**src/rtl/asteroid_pkg.sv**
```systemverilog
// rtl/asteroid_pkg.sv - shared states, colours and screen constants for the asteroid blocks
package asteroid_pkg;

   typedef enum logic [2:0] {
      ST_IDLE   = 3'd0,
      ST_SPAWN  = 3'd1,
      ST_DRAW   = 3'd2,
      ST_WAIT   = 3'd3,
      ST_ERASE  = 3'd4,
      ST_MOVE   = 3'd5,
      ST_ABORT  = 3'd6,
      ST_LANDED = 3'd7
   } state_t;

   localparam logic [2:0] COLOUR_BLACK    = 3'b000;
   localparam logic [2:0] COLOUR_ASTEROID = 3'b111;

   // Screen geometry also used by the collision checker and the rocket block
   localparam int SCREEN_Y_GROUND = 112;
   localparam int SCREEN_X_MAX    = 152;

   // States in which a request to the plot engine is outstanding
   function automatic logic is_plot_state(input state_t s);
      return (s == ST_DRAW) || (s == ST_ERASE) || (s == ST_ABORT);
   endfunction

endpackage

```
**src/rtl/asteroid_tick_divider.sv**
```systemverilog
// rtl/asteroid_tick_divider.sv - counts frame ticks and pulses move_due every TICKS_PER_MOVE ticks
module asteroid_tick_divider #(
   parameter int TICKS_PER_MOVE = 4
) (
   input  logic clock,
   input  logic reset,
   input  logic en,
   input  logic clr,
   input  logic frame_tick,
   output logic move_due
);

   localparam int CW = (TICKS_PER_MOVE > 1) ? $clog2(TICKS_PER_MOVE) : 1;

   logic [CW-1:0] cnt_q, cnt_d;

   // The final counted tick wraps the counter itself, so no tick is carried over
   assign move_due = en & frame_tick & (cnt_q == CW'(TICKS_PER_MOVE - 1));

   // Next count: clear wins, ticks only count while enabled
   always_comb begin
      cnt_d = cnt_q;
      if (clr) begin
         cnt_d = '0;
      end else if (en && frame_tick) begin
         cnt_d = move_due ? '0 : cnt_q + CW'(1);
      end
   end

   // Counter register
   always_ff @(posedge clock or negedge reset) begin
      if (!reset) cnt_q <= '0;
      else        cnt_q <= cnt_d;
   end

endmodule

```
**src/rtl/asteroid_descent_ctrl.sv**
```systemverilog
// rtl/asteroid_descent_ctrl.sv - steps one asteroid sprite from spawn row to ground via the plot engine
module asteroid_descent_ctrl
   import asteroid_pkg::*;
#(
   parameter int          X_W            = 8,
   parameter int          Y_W            = 7,
   parameter int          Y_START        = 0,
   parameter int          Y_GROUND       = SCREEN_Y_GROUND,
   parameter int          X_MAX          = SCREEN_X_MAX,
   parameter int          STEP           = 2,
   parameter int          TICKS_PER_MOVE = 4,
   parameter logic [2:0]  COLOUR         = COLOUR_ASTEROID
) (
   input  logic           clock,
   input  logic           reset,
   input  logic           start,
   input  logic [X_W-1:0] spawn_x,
   input  logic           frame_tick,
   input  logic           hit,
   output logic           plot_req,
   output logic [X_W-1:0] plot_x,
   output logic [Y_W-1:0] plot_y,
   output logic [2:0]     plot_colour,
   input  logic           plot_ack,
   output logic           busy,
   output logic           asteroid_move_done
);

   state_t         state_q, state_d;
   logic [X_W-1:0] x_q, x_d;
   logic [Y_W-1:0] y_q, y_d;
   logic           hit_q, hit_d;
   logic           plot_req_q, plot_req_d;
   logic [X_W-1:0] plot_x_q, plot_x_d;
   logic [Y_W-1:0] plot_y_q, plot_y_d;
   logic [2:0]     colour_q, colour_d;
   logic           busy_q, busy_d;
   logic           done_q, done_d;

   logic           ack_ok;
   logic           move_due;
   logic [Y_W:0]   y_next;
   logic [X_W-1:0] spawn_clamped;

   // An ack only counts while our request is actually up, so stray acks are ignored
   assign ack_ok        = plot_ack & plot_req_q;
   // One extra bit so the step past the ground row cannot wrap
   assign y_next        = {1'b0, y_q} + (Y_W+1)'(STEP);
   assign spawn_clamped = (spawn_x > X_W'(X_MAX)) ? X_W'(X_MAX) : spawn_x;

   asteroid_tick_divider #(
      .TICKS_PER_MOVE (TICKS_PER_MOVE)
   ) u_tick_divider (
      .clock      (clock),
      .reset      (reset),
      .en         (state_q == ST_WAIT),
      .clr        (state_q == ST_SPAWN),
      .frame_tick (frame_tick),
      .move_due   (move_due)
   );

   // Next state, position and hit latch, plus the registered output values
   always_comb begin
      state_d = state_q;
      x_d     = x_q;
      y_d     = y_q;
      hit_d   = hit_q;
      case (state_q)
         ST_IDLE, ST_LANDED: begin
            if (start) begin
               state_d = ST_SPAWN;
               x_d     = spawn_clamped;
            end
         end
         ST_SPAWN: begin
            y_d     = Y_W'(Y_START);
            hit_d   = hit;
            state_d = ST_DRAW;
         end
         ST_DRAW: begin
            hit_d = hit_q | hit;
            if (ack_ok) begin
               if (hit_q || hit)                 state_d = ST_ABORT;
               else if (y_q == Y_W'(Y_GROUND))   state_d = ST_LANDED;
               else                              state_d = ST_WAIT;
            end
         end
         ST_WAIT: begin
            if (hit)           state_d = ST_ABORT;
            else if (move_due) state_d = ST_ERASE;
         end
         ST_ERASE: begin
            hit_d = hit_q | hit;
            if (ack_ok) state_d = ST_MOVE;
         end
         ST_MOVE: begin
            hit_d   = hit_q | hit;
            y_d     = (y_next >= (Y_W+1)'(Y_GROUND)) ? Y_W'(Y_GROUND) : y_next[Y_W-1:0];
            state_d = ST_DRAW;
         end
         ST_ABORT: begin
            if (ack_ok) begin
               state_d = ST_IDLE;
               hit_d   = 1'b0;
            end
         end
         default: state_d = ST_IDLE;
      endcase

      // The cycle that consumes an ack always drops the request, so DRAW->ABORT shows a gap
      plot_req_d  = is_plot_state(state_d) && !ack_ok;
      plot_x_d    = plot_req_d ? x_d : '0;
      plot_y_d    = plot_req_d ? y_d : '0;
      colour_d    = (plot_req_d && state_d == ST_DRAW) ? COLOUR : COLOUR_BLACK;
      busy_d      = (state_d != ST_IDLE) && (state_d != ST_LANDED);
      done_d      = (state_d == ST_LANDED);
   end

   // State and registered outputs
   always_ff @(posedge clock or negedge reset) begin
      if (!reset) begin
         state_q    <= ST_IDLE;
         x_q        <= '0;
         y_q        <= Y_W'(Y_START);
         hit_q      <= 1'b0;
         plot_req_q <= 1'b0;
         plot_x_q   <= '0;
         plot_y_q   <= '0;
         colour_q   <= COLOUR_BLACK;
         busy_q     <= 1'b0;
         done_q     <= 1'b0;
      end else begin
         state_q    <= state_d;
         x_q        <= x_d;
         y_q        <= y_d;
         hit_q      <= hit_d;
         plot_req_q <= plot_req_d;
         plot_x_q   <= plot_x_d;
         plot_y_q   <= plot_y_d;
         colour_q   <= colour_d;
         busy_q     <= busy_d;
         done_q     <= done_d;
      end
   end

   assign plot_req           = plot_req_q;
   assign plot_x             = plot_x_q;
   assign plot_y             = plot_y_q;
   assign plot_colour        = colour_q;
   assign busy               = busy_q;
   assign asteroid_move_done = done_q;

endmodule

```
**config.mk**
```make
export PLATFORM = sky130hd
export DESIGN_NAME = asteroid_descent_ctrl
export DESIGN_NICKNAME = d
export VERILOG_FILES = /design/src/rtl/asteroid_pkg.sv /design/src/rtl/asteroid_tick_divider.sv /design/src/rtl/asteroid_descent_ctrl.sv
export SDC_FILE = /design/constraint.sdc
export NUM_CORES = 1
export LEC_CHECK = 0
export CORE_UTILIZATION = 25
export CTS_CLUSTER_DIAMETER = 60
export CTS_CLUSTER_SIZE = 10
export DETAILED_ROUTE_END_ITERATION = 10
export PLACE_DENSITY = 0.55
export SETUP_SLACK_MARGIN = 0.05
export SYNTH_ARGS = -nofsm -noshare
export SYNTH_HDL_FRONTEND = slang
export SYNTH_SLANG_ARGS = --single-unit
```
**constraint.sdc**
```tcl
create_clock -name clock -period 2.9 [get_ports clock]
set_input_delay 0.435 -clock clock [delete_from_list [all_inputs] [get_ports clock]]
set_output_delay 0.435 -clock clock [all_outputs]
set_load 0.05 [all_outputs]
```
==> results of run 1 <==
how the worst min path moves through the flow:
| stage | slack, ns | depth (start not counted) | end |
|---|---|---|---|
| final | 0.28 | 1 | plot_y[2] |
| after global routing | 0.36 | 1 | plot_y[6] |
| after CTS | 0.30 | 1 | plot_y[6] |
| after detailed placement | 0.47 | 2 | x_q[2] |
| after global placement | 0.46 | 2 | x_q[2] |
| after floorplan | 0.14 | 0 | asteroid_move_done |
worst max-delay path, cell delays in order, from the launching register on:
cell	delay, ns
dfrtp_1	0.60
and3_1	0.33
o21ai_4	0.40
nand3_1	0.21
o21bai_4	0.33
nor2b_1	0.17
cell usage in the layout, fill, tap and decap left out, types with 2 or more instances in the layout:
cell	netlist	routed
o21a_1	4	4
clkbuf_8	0	7
a21oi_1	11	11
nor2b_2	8	8
nand2b_1	4	4
a211oi_1	2	2
dfrtp_1	40	40
nand2_1	21	21
nor3_1	3	3
ha_1	2	2
nor2_1	16	16
nand4_1	2	2
nand3_1	7	7
nor2b_1	8	8
nor3b_1	3	3
and3_1	2	2
inv_1	3	3
o21ai_0	13	13
nand3b_1	2	2
a31oi_1	2	2
nand4b_1	2	2
clkdlybuf4s50_1	0	33
per-layer routing:
metal | routed length, um | global-route usage, % | vias up
li1 | - | - | 709
met2 | 1750 | 15.1 | 33
met1 | 1940 | 13.9 | 685
met5 | 0 | 0 | -
met4 | 24 | 3.76 | 0
met3 | 141 | 2.37 | 2
final cells by class:
class                      count  area [um2]
clock buffer                   7        96.3
clock inverter                 1        30.0
fill                         788        4940
inverter                       4        15.0
multi-input combinational    132         827
sequential                    40        1000
tap                           99         124
timing repair buffer          34         335
cell families after synthesis:
| group | Yosys count | share of synthesized area, % |
|---|---|---|
| AOI/OAI and AO/OA | 46 | 17.4 |
| adders and majority gates | 2 | 1.29 |
| buffers and inverters | 16 | 5.44 |
| DFF | 40 | 51.8 |
| muxes | 1 | 0.582 |
| and+or+nand+nor | 83 | 23.5 |
flip-flops by register name, indices dropped and copies added, names as in the netlist:
register              cells
asteroid_move_done        1
busy                      1
hit_q                     1
plot_colour               1
plot_req                  1
plot_x                    8
plot_y                    7
state_q                   3
u_tick_divider.cnt_q      2
x_q                       8
y_q                       7
power breakdown:
| group | switching [mW] | leakage (nW) | internal, mW | total [mW] |
|---|---|---|---|---|
| Clock | 0.185 | 0.0645 | 0.304 | 0.488 |
| Sequential | 0.180 | 0.515 | 0.741 | 0.921 |
| Combinational | 0.749 | 0.436 | 0.437 | 1.19 |
| Total | 1.11 | 1.01 | 1.48 | 2.60 |
cells in the mapped netlist (2+ instances only):
cell type / count / share of area (%)
nand2_1: 21 / 4.1
a31oi_1: 2 / 0.65
nor3b_1: 3 / 1.2
a211oi_1: 2 / 0.78
nor2_1: 16 / 3.1
nand3_1: 7 / 1.8
inv_1: 3 / 0.58
buf_2: 3 / 0.78
nor3_1: 3 / 0.78
nand2b_1: 4 / 1.3
nand4_1: 2 / 0.65
ha_1: 2 / 1.3
buf_6: 3 / 1.7
nor2b_2: 8 / 3.6
nand4b_1: 2 / 0.91
o21a_1: 4 / 1.6
buf_4: 5 / 1.9
nand3b_1: 2 / 0.78
dfrtp_1: 40 / 52
nor2b_1: 8 / 2.6
and3_1: 2 / 0.65
a21oi_1: 11 / 2.8
o21ai_0: 13 / 3.4
==> results_dict.tcl, run 1 <==
set metrics [dict create \
    placedCellCount 309 \
    async_reset_ff_share_pct 100 \
    ff2ff_setup_slack_ns 0.78 \
    clock.fmax_mhz 472 \
    n_antenna_cell 0 \
    io_pins 35 \
    place.gp.congestion 0.789 \
    numCtsBuffers 5 \
    rsz0062_at_grt "no" \
    synth-seq-cells 40 \
    instances_no_fill 317 \
    criticalPathCategory "register to register" \
    tightest_slew_ns 0.899 \
    grt_use_total_pct 9.99 \
    portBuffers 34 \
    yosys_warnings 0 \
    cts.repair_timing.setup_buffer_count 0 \
    start_util_pct 26.2 \
    finClkSkew_ns 0.00515 \
    pre_cts_slack_ns 0.511 \
    post_cts_resized 0 \
    drive_gt1_share_pct 12.8 \
    vias 1429 \
    grt_start_max_net_pins 41 \
    final_core_util_pct 33.0 \
    syn-num-nets 204 \
    finalCritPeriodShare_pct 73.0 \
    p_total_mw 2.60 \
    h-tree-depth 2 \
    hpwl_um 2720 \
    clk_path_buf_depth 2 \
    place_area_um2 2300 \
    ys.flop_type "dfrtp_1" \
    antenna_found_initial 0 \
    reg2reg_to "plot_x[2]" \
    via_per_inst 4.51 \
    holdWs_ns 0.279 \
    hold_class "input pin to asynchronous set/reset pin" \
    dieArea_um2 8090 \
    cp_max_fo 19 \
    root_buffer "clkbuf_8" \
    grt_pass1_wl_um 6450 \
    drc_errors 0 \
    reg2reg_depth 5 \
    r2r-start "state_q[2]" \
    grt_pass1_vias 1337 \
    synth_cell_types 45 \
    wl_per_cell_um 12.2 \
    tritoncts "built" \
    dieWidth_um 89.9 \
    drtIter0Drc 227 \
    cp-end-kind "register" \
    startpoint "state_q[2]" \
    clk_pin_slew_worst_paths_ns 0.08 \
    p_per_area_nw_per_um2 1070 \
    netlist_instances 188 \
    overflow 0 \
    rows 31 \
    critPathLaunchType "register" \
    routed_wl_um 3850 \
    worstPathRequired_ns 3.12 \
    final_area_um2 2430 \
    setup_tns_ns 0 \
    area_growth_pct 25.6 \
    arrival_ns 2.33 \
    final_antenna_net_count 0 \
    seq_area_frac_synth_pct 51.8 \
    clkLatencyLatePin_ns 0.28 \
    fin_crit_ns 2.12 \
    clock_sinks 40 \
    status "complete, no violations" \
    core_um2 7370 \
    cp-endpoint "plot_x[2]" \
    cap_violations 0 \
    maxSlewViolCount 0 \
    setup_viol 0 \
    power.leakage_nw 1.01 \
    dr.pass1.iters 4 \
    fin_ws_ns 0.782 \
    synth_edf_count 0 \
    timing.final.hold_violations 0 \
    ctsHoldBuffers 0 \
    max-slew-margin-rel_pct 40.1 \
    synth_area_um2 1930 \
    final_nets 233 \
    die_height_um 89.9 \
    peakVddDrop_v 0.000351 \
    syn_avg_cell_area_um2 10.3 \
]
No activity file was read; power rests on OpenSTA's default activity.
==> inputs of run 2 (changes only) <==
--- a/config.mk
+++ b/config.mk
@@ -9,7 +9,7 @@
 export CTS_CLUSTER_DIAMETER = 60
 export CTS_CLUSTER_SIZE = 10
 export DETAILED_ROUTE_END_ITERATION = 10
-export PLACE_DENSITY = 0.55
+export PLACE_DENSITY = 0.57
 export SETUP_SLACK_MARGIN = 0.05
 export SYNTH_ARGS = -nofsm -noshare
 export SYNTH_HDL_FRONTEND = slang
==> constraint.sdc (replaced) <==
create_clock -name clock -period 1.9 [get_ports clock]
set_input_delay 0.285 -clock clock [delete_from_list [all_inputs] [get_ports clock]]
set_output_delay 0.285 -clock clock [all_outputs]
set_load 0.05 [all_outputs]
==> results_dict.tcl, run 2 (same netlist as run 1, synthesis figures left out) <==
set metrics [dict create \
    root_buffer "clkbuf_8" \
    ctsHoldBuffers 0 \
    critical_path.cell_chain "clkdlybuf4s50_1" \
    place.gp.congestion 0.811 \
    start_util_pct 26.2 \
    clock.fmax_mhz 567 \
    critPathMaxStageDelay_ns 0.81 \
    hold_class "input pin to asynchronous set/reset pin" \
    slowest_stage "clkdlybuf4s50_1" \
    criticalPathCategory "register to output port" \
    num-fill-cells 752 \
    failed_checks "negative hold slack" \
    power.leakage_nw 1.09 \
    layout_commonest_cell "dfrtp_1" \
    hpwl_um 2900 \
    drtIter0Drc 144 \
    peakVddDrop_v 0.000667 \
    final_core_util_pct 34.8 \
    io_pins 35 \
    wl_per_cell_um 12.2 \
    n_antenna_cell 0 \
    clk_path_buf_depth 2 \
    crit_buf_inv 1 \
    dr.pass1.iters 4 \
    fin_ws_ns 0.136 \
    dieWidth_um 89.9 \
    grt_start_max_net_pins 27 \
    dieArea_um2 8090 \
    clkLatencyLatePin_ns 0.29 \
    fin_crit_ns 1.76 \
    portBuffers 34 \
    overflow 0 \
    finClkSkew_ns 0.0107 \
    p_per_area_nw_per_um2 1620 \
    vias 1495 \
    tightest_slew_ns 0.586 \
    final_nets 249 \
    worstPathRequired_ns 1.62 \
    routed_wl_um 4060 \
    cp_max_fo 3 \
    setup_viol 0 \
    drive_gt1_share_pct 20.5 \
    tritoncts "built" \
    pre_cts_slack_ns -0.0303 \
    timing.final.hold_violations 7 \
    rsz0062_at_grt "yes" \
    layout_common_cells "38 x dfrtp_1, 32 x clkdlybuf4s50_1, 21 x nand2_1" \
    clk_pin_slew_worst_paths_ns 0.08 \
    maxSlewViolCount 0 \
    grt_use_total_pct 11.0 \
    grt_pass1_vias 1419 \
    drc_errors 0 \
    cp_top_family "buffers and inverters" \
    arrival_ns 1.48 \
    grt_pass1_wl_um 7040 \
    critPathLaunchType "register" \
    area_growth_pct 32.5 \
    antenna_found_initial 0 \
    cap_violations 0 \
    die_height_um 89.9 \
    status "complete, but fails checks" \
    cp-end-kind "output port" \
    final_antenna_net_count 0 \
    finalCritPeriodShare_pct 92.8 \
    rows 31 \
    numCtsBuffers 5 \
    clock_sinks 40 \
    core_um2 7370 \
    holdWs_ns -0.0137 \
    via_per_inst 4.49 \
    h-tree-depth 2 \
    max-slew-margin-rel_pct 60.9 \
]
-- run 2: metrics by stage --
step	cells	TNS [ns]	power [mW]	instance area [um2]
after detailed placement	325	-0.297	3.49	2430
after global placement	325	-0.257	3.48	2430
after floorplan	188	0	2.84	1930
after global routing	333	0	4.45	2560
final	333	0	4.16	2560
after CTS	333	0	4.21	2550
-- run 2: power breakdown --
group          leakage, nW  internal [mW]  switching (mW)  total [mW]
sequential           0.513           1.14           0.223        1.36
combinational        0.528          0.863            1.25        2.11
clock               0.0541          0.389           0.297       0.685
total                 1.09           2.39            1.77        4.16
-- run 2: final timing paths --
kind,startpoint,to,slack [ns],cells past startpoint
min,reset,hit_q,-0.01,1
max reg2reg,y_q[1],plot_y[2],0.15,6
max in group asynchronous,reset,state_q[2],1.36,2
min reg2reg,x_q[1],x_q[1],0.48,2
max,plot_colour[1],plot_colour[1],0.14,1
min in group clock,x_q[1],x_q[1],0.48,2
-- run 2: area by class of cell --
class	instances	area [um2]	area share (%)
Clock buffer	5	68.8	2.69
Tap cell	99	124	4.84
Multi-Input combinational cell	132	837	32.7
Timing Repair Buffer	50	470	18.4
Sequential cell	40	1000	39.2
Inverter	4	15.0	0.586
Clock inverter	3	42.5	1.66
-- run 2: layer usage --
layer	track usage, %	vias to the layer above	share of wire, %
li1	-	740	-
met2	16.4	44	45
met5	0	-	0
met4	4.44	0	1.2
met3	2.62	6	5.2
met1	15.3	705	48
-- run 2: worst reg2reg max path, cell delays in order (launching register included) --
cell	delay, ns
dfrtp_1	0.40
ha_1	0.29
nand2b_1	0.19
a221oi_2	0.25
nor3_1	0.12
a31o_2	0.27
nor2b_2	0.14
-- run 2: what timing repair did --
| item | CTS | global route |
|---|---|---|
| resized for setup | 0 | 5 |
| setup endpoints to repair | 0 | 18 |
| buffers inserted | 0 | 0 |
==> inputs of run 3 (changes only) <==
--- a/config.mk
+++ b/config.mk
@@ -9,8 +9,10 @@
 export CTS_CLUSTER_DIAMETER = 60
 export CTS_CLUSTER_SIZE = 10
 export DETAILED_ROUTE_END_ITERATION = 10
+export MAX_ROUTING_LAYER = met4
 export PLACE_DENSITY = 0.57
 export SETUP_SLACK_MARGIN = 0.05
+export SKIP_CTS_REPAIR_TIMING = 1
 export SYNTH_ARGS = -nofsm -noshare
 export SYNTH_HDL_FRONTEND = slang
 export SYNTH_SLANG_ARGS = --single-unit
==> results_dict.tcl, run 3 (same netlist as run 1, synthesis figures left out) <==
set metrics [dict create \
    reg2reg_to "plot_y[2]" \
    status "complete, but fails checks" \
    critPathLaunchType "register" \
    cap_violations 0 \
    setup_tns_ns 0 \
    critical_path.cell_chain "clkdlybuf4s50_1" \
    drc_errors 0 \
    layout_commonest_cell "dfrtp_1" \
    place.gp.congestion 0.823 \
    area_growth_pct 32.5 \
    timing.final.hold_violations 7 \
    seq_area_um2 1000 \
    drtIter0Drc 165 \
    holdWs_ns -0.0154 \
    max-slew-margin-rel_pct 61.0 \
    slowest_stage "clkdlybuf4s50_1" \
    tightest_slew_ns 0.585 \
    io_pins 35 \
    via_per_inst 4.48 \
    cp_max_fo 3 \
    hold_class "input pin to asynchronous set/reset pin" \
    swShare_pct 42.6 \
    vias 1493 \
    clock_sinks 40 \
    antenna_found_initial 0 \
    critPathMaxStageDelay_ns 0.81 \
    pre_cts_slack_ns -0.0303 \
    grt_start_max_net_pins 27 \
    multi_input_area_um2 837 \
    power.leakage_nw 1.09 \
    r2r-start "y_q[1]" \
    num-fill-cells 752 \
    finalCritPeriodShare_pct 93.0 \
    final_core_util_pct 34.8 \
    final_antenna_net_count 0 \
    maxSlewViolCount 0 \
    tritoncts "built" \
    p_per_area_nw_per_um2 1620 \
    final_area_um2 2560 \
    drive_gt1_share_pct 20.5 \
    power.net_switching_mw 1.77 \
    place_area_um2 2430 \
    ff2ff_setup_slack_ns 0.15 \
    dieWidth_um 89.9 \
    grt_use_total_pct 11.3 \
    h-tree-depth 2 \
    finClkSkew_ns 0.0107 \
    numCtsBuffers 5 \
    worstPathRequired_ns 1.62 \
    rows 31 \
    fin_ws_ns 0.133 \
    pwr-share-clk_pct 16.5 \
    cp-end-kind "output port" \
    start_util_pct 26.2 \
    pwr-share-seq_pct 32.7 \
    grt_pass1_wl_um 7040 \
    n_antenna_cell 0 \
    crit_buf_inv 1 \
    arrival_ns 1.48 \
    hpwl_um 2900 \
    grt_pass1_vias 1419 \
    final_nets 249 \
    wl_per_cell_um 12.2 \
    overflow 0 \
    dr.pass1.iters 4 \
    portBuffers 34 \
    placedCellCount 325 \
    layout_common_cells "38 x dfrtp_1, 32 x clkdlybuf4s50_1, 21 x nand2_1" \
    root_buffer "clkbuf_8" \
    cp_top_family "buffers and inverters" \
    rsz0062_at_grt "yes" \
    intPower_mw 2.39 \
    criticalPathCategory "register to output port" \
    clkLatencyLatePin_ns 0.29 \
    clk_pin_slew_worst_paths_ns 0.08 \
    core_um2 7370 \
    failed_checks "negative hold slack" \
    instances_no_fill 333 \
    peakVddDrop_v 0.000669 \
    clock.fmax_mhz 566 \
    fin_crit_ns 1.77 \
    clk_path_buf_depth 2 \
    routed_wl_um 4070 \
    dieArea_um2 8090 \
    p_total_mw 4.16 \
    power_frac_comb_pct 50.8 \
    die_height_um 89.9 \
    reg2reg_depth 6 \
    setup_viol 0 \
    cp_num_cells 1 \
]
==> run 3: cell counts in the layout (fill, tap and decap cells not counted) <==
Identical to the previous run, type by type.
==> run 3: worst register-to-register path: stages, from the launching register on <==
cell and delay, ns:
dfrtp_1 0.40, ha_1 0.29, nand2b_1 0.19, a221oi_2 0.25, nor3_1 0.12, a31o_2 0.27
nor2b_2 0.14
==> run 3: final cells by class <==
class	count	area share [%]
Tap cell	99	4.84
Sequential cell	40	39.2
Timing Repair Buffer	50	18.4
Inverter	4	0.586
Multi-Input combinational cell	132	32.7
Clock inverter	3	1.66
Clock buffer	5	2.69
==> run 3: power by group through the flow <==
stage               clock [mW]  sequential (mW)  combinational (mW)
finish                   0.687             1.36                2.12
global route             0.753             1.40                2.30
CTS                      0.719             1.35                2.13
detailed placement           0             1.37                2.12
global placement             0             1.38                2.10
floorplan                    0             1.71                1.12
==> run 3: worst max-delay path by stage <==
stage                               from              to  slack (ns)
after floorplan                 plot_req       plot_y[3]         0.1
after global placement             start       plot_x[1]       -0.02
after detailed placement             hit       plot_x[2]       -0.03
after CTS                         y_q[1]       plot_y[2]        0.06
after global routing              y_q[3]       plot_y[5]        0.04
final                     plot_colour[1]  plot_colour[1]        0.13
==> run 3: metal layers <==
layer  vias to the layer above  track usage (%)  wire (um)
met5                         -                -          0
met4                         0             4.44         52
met3                         6             2.45        171
met2                        42             16.4       1860
met1                       704             15.4       1980
li1                        741                -          -
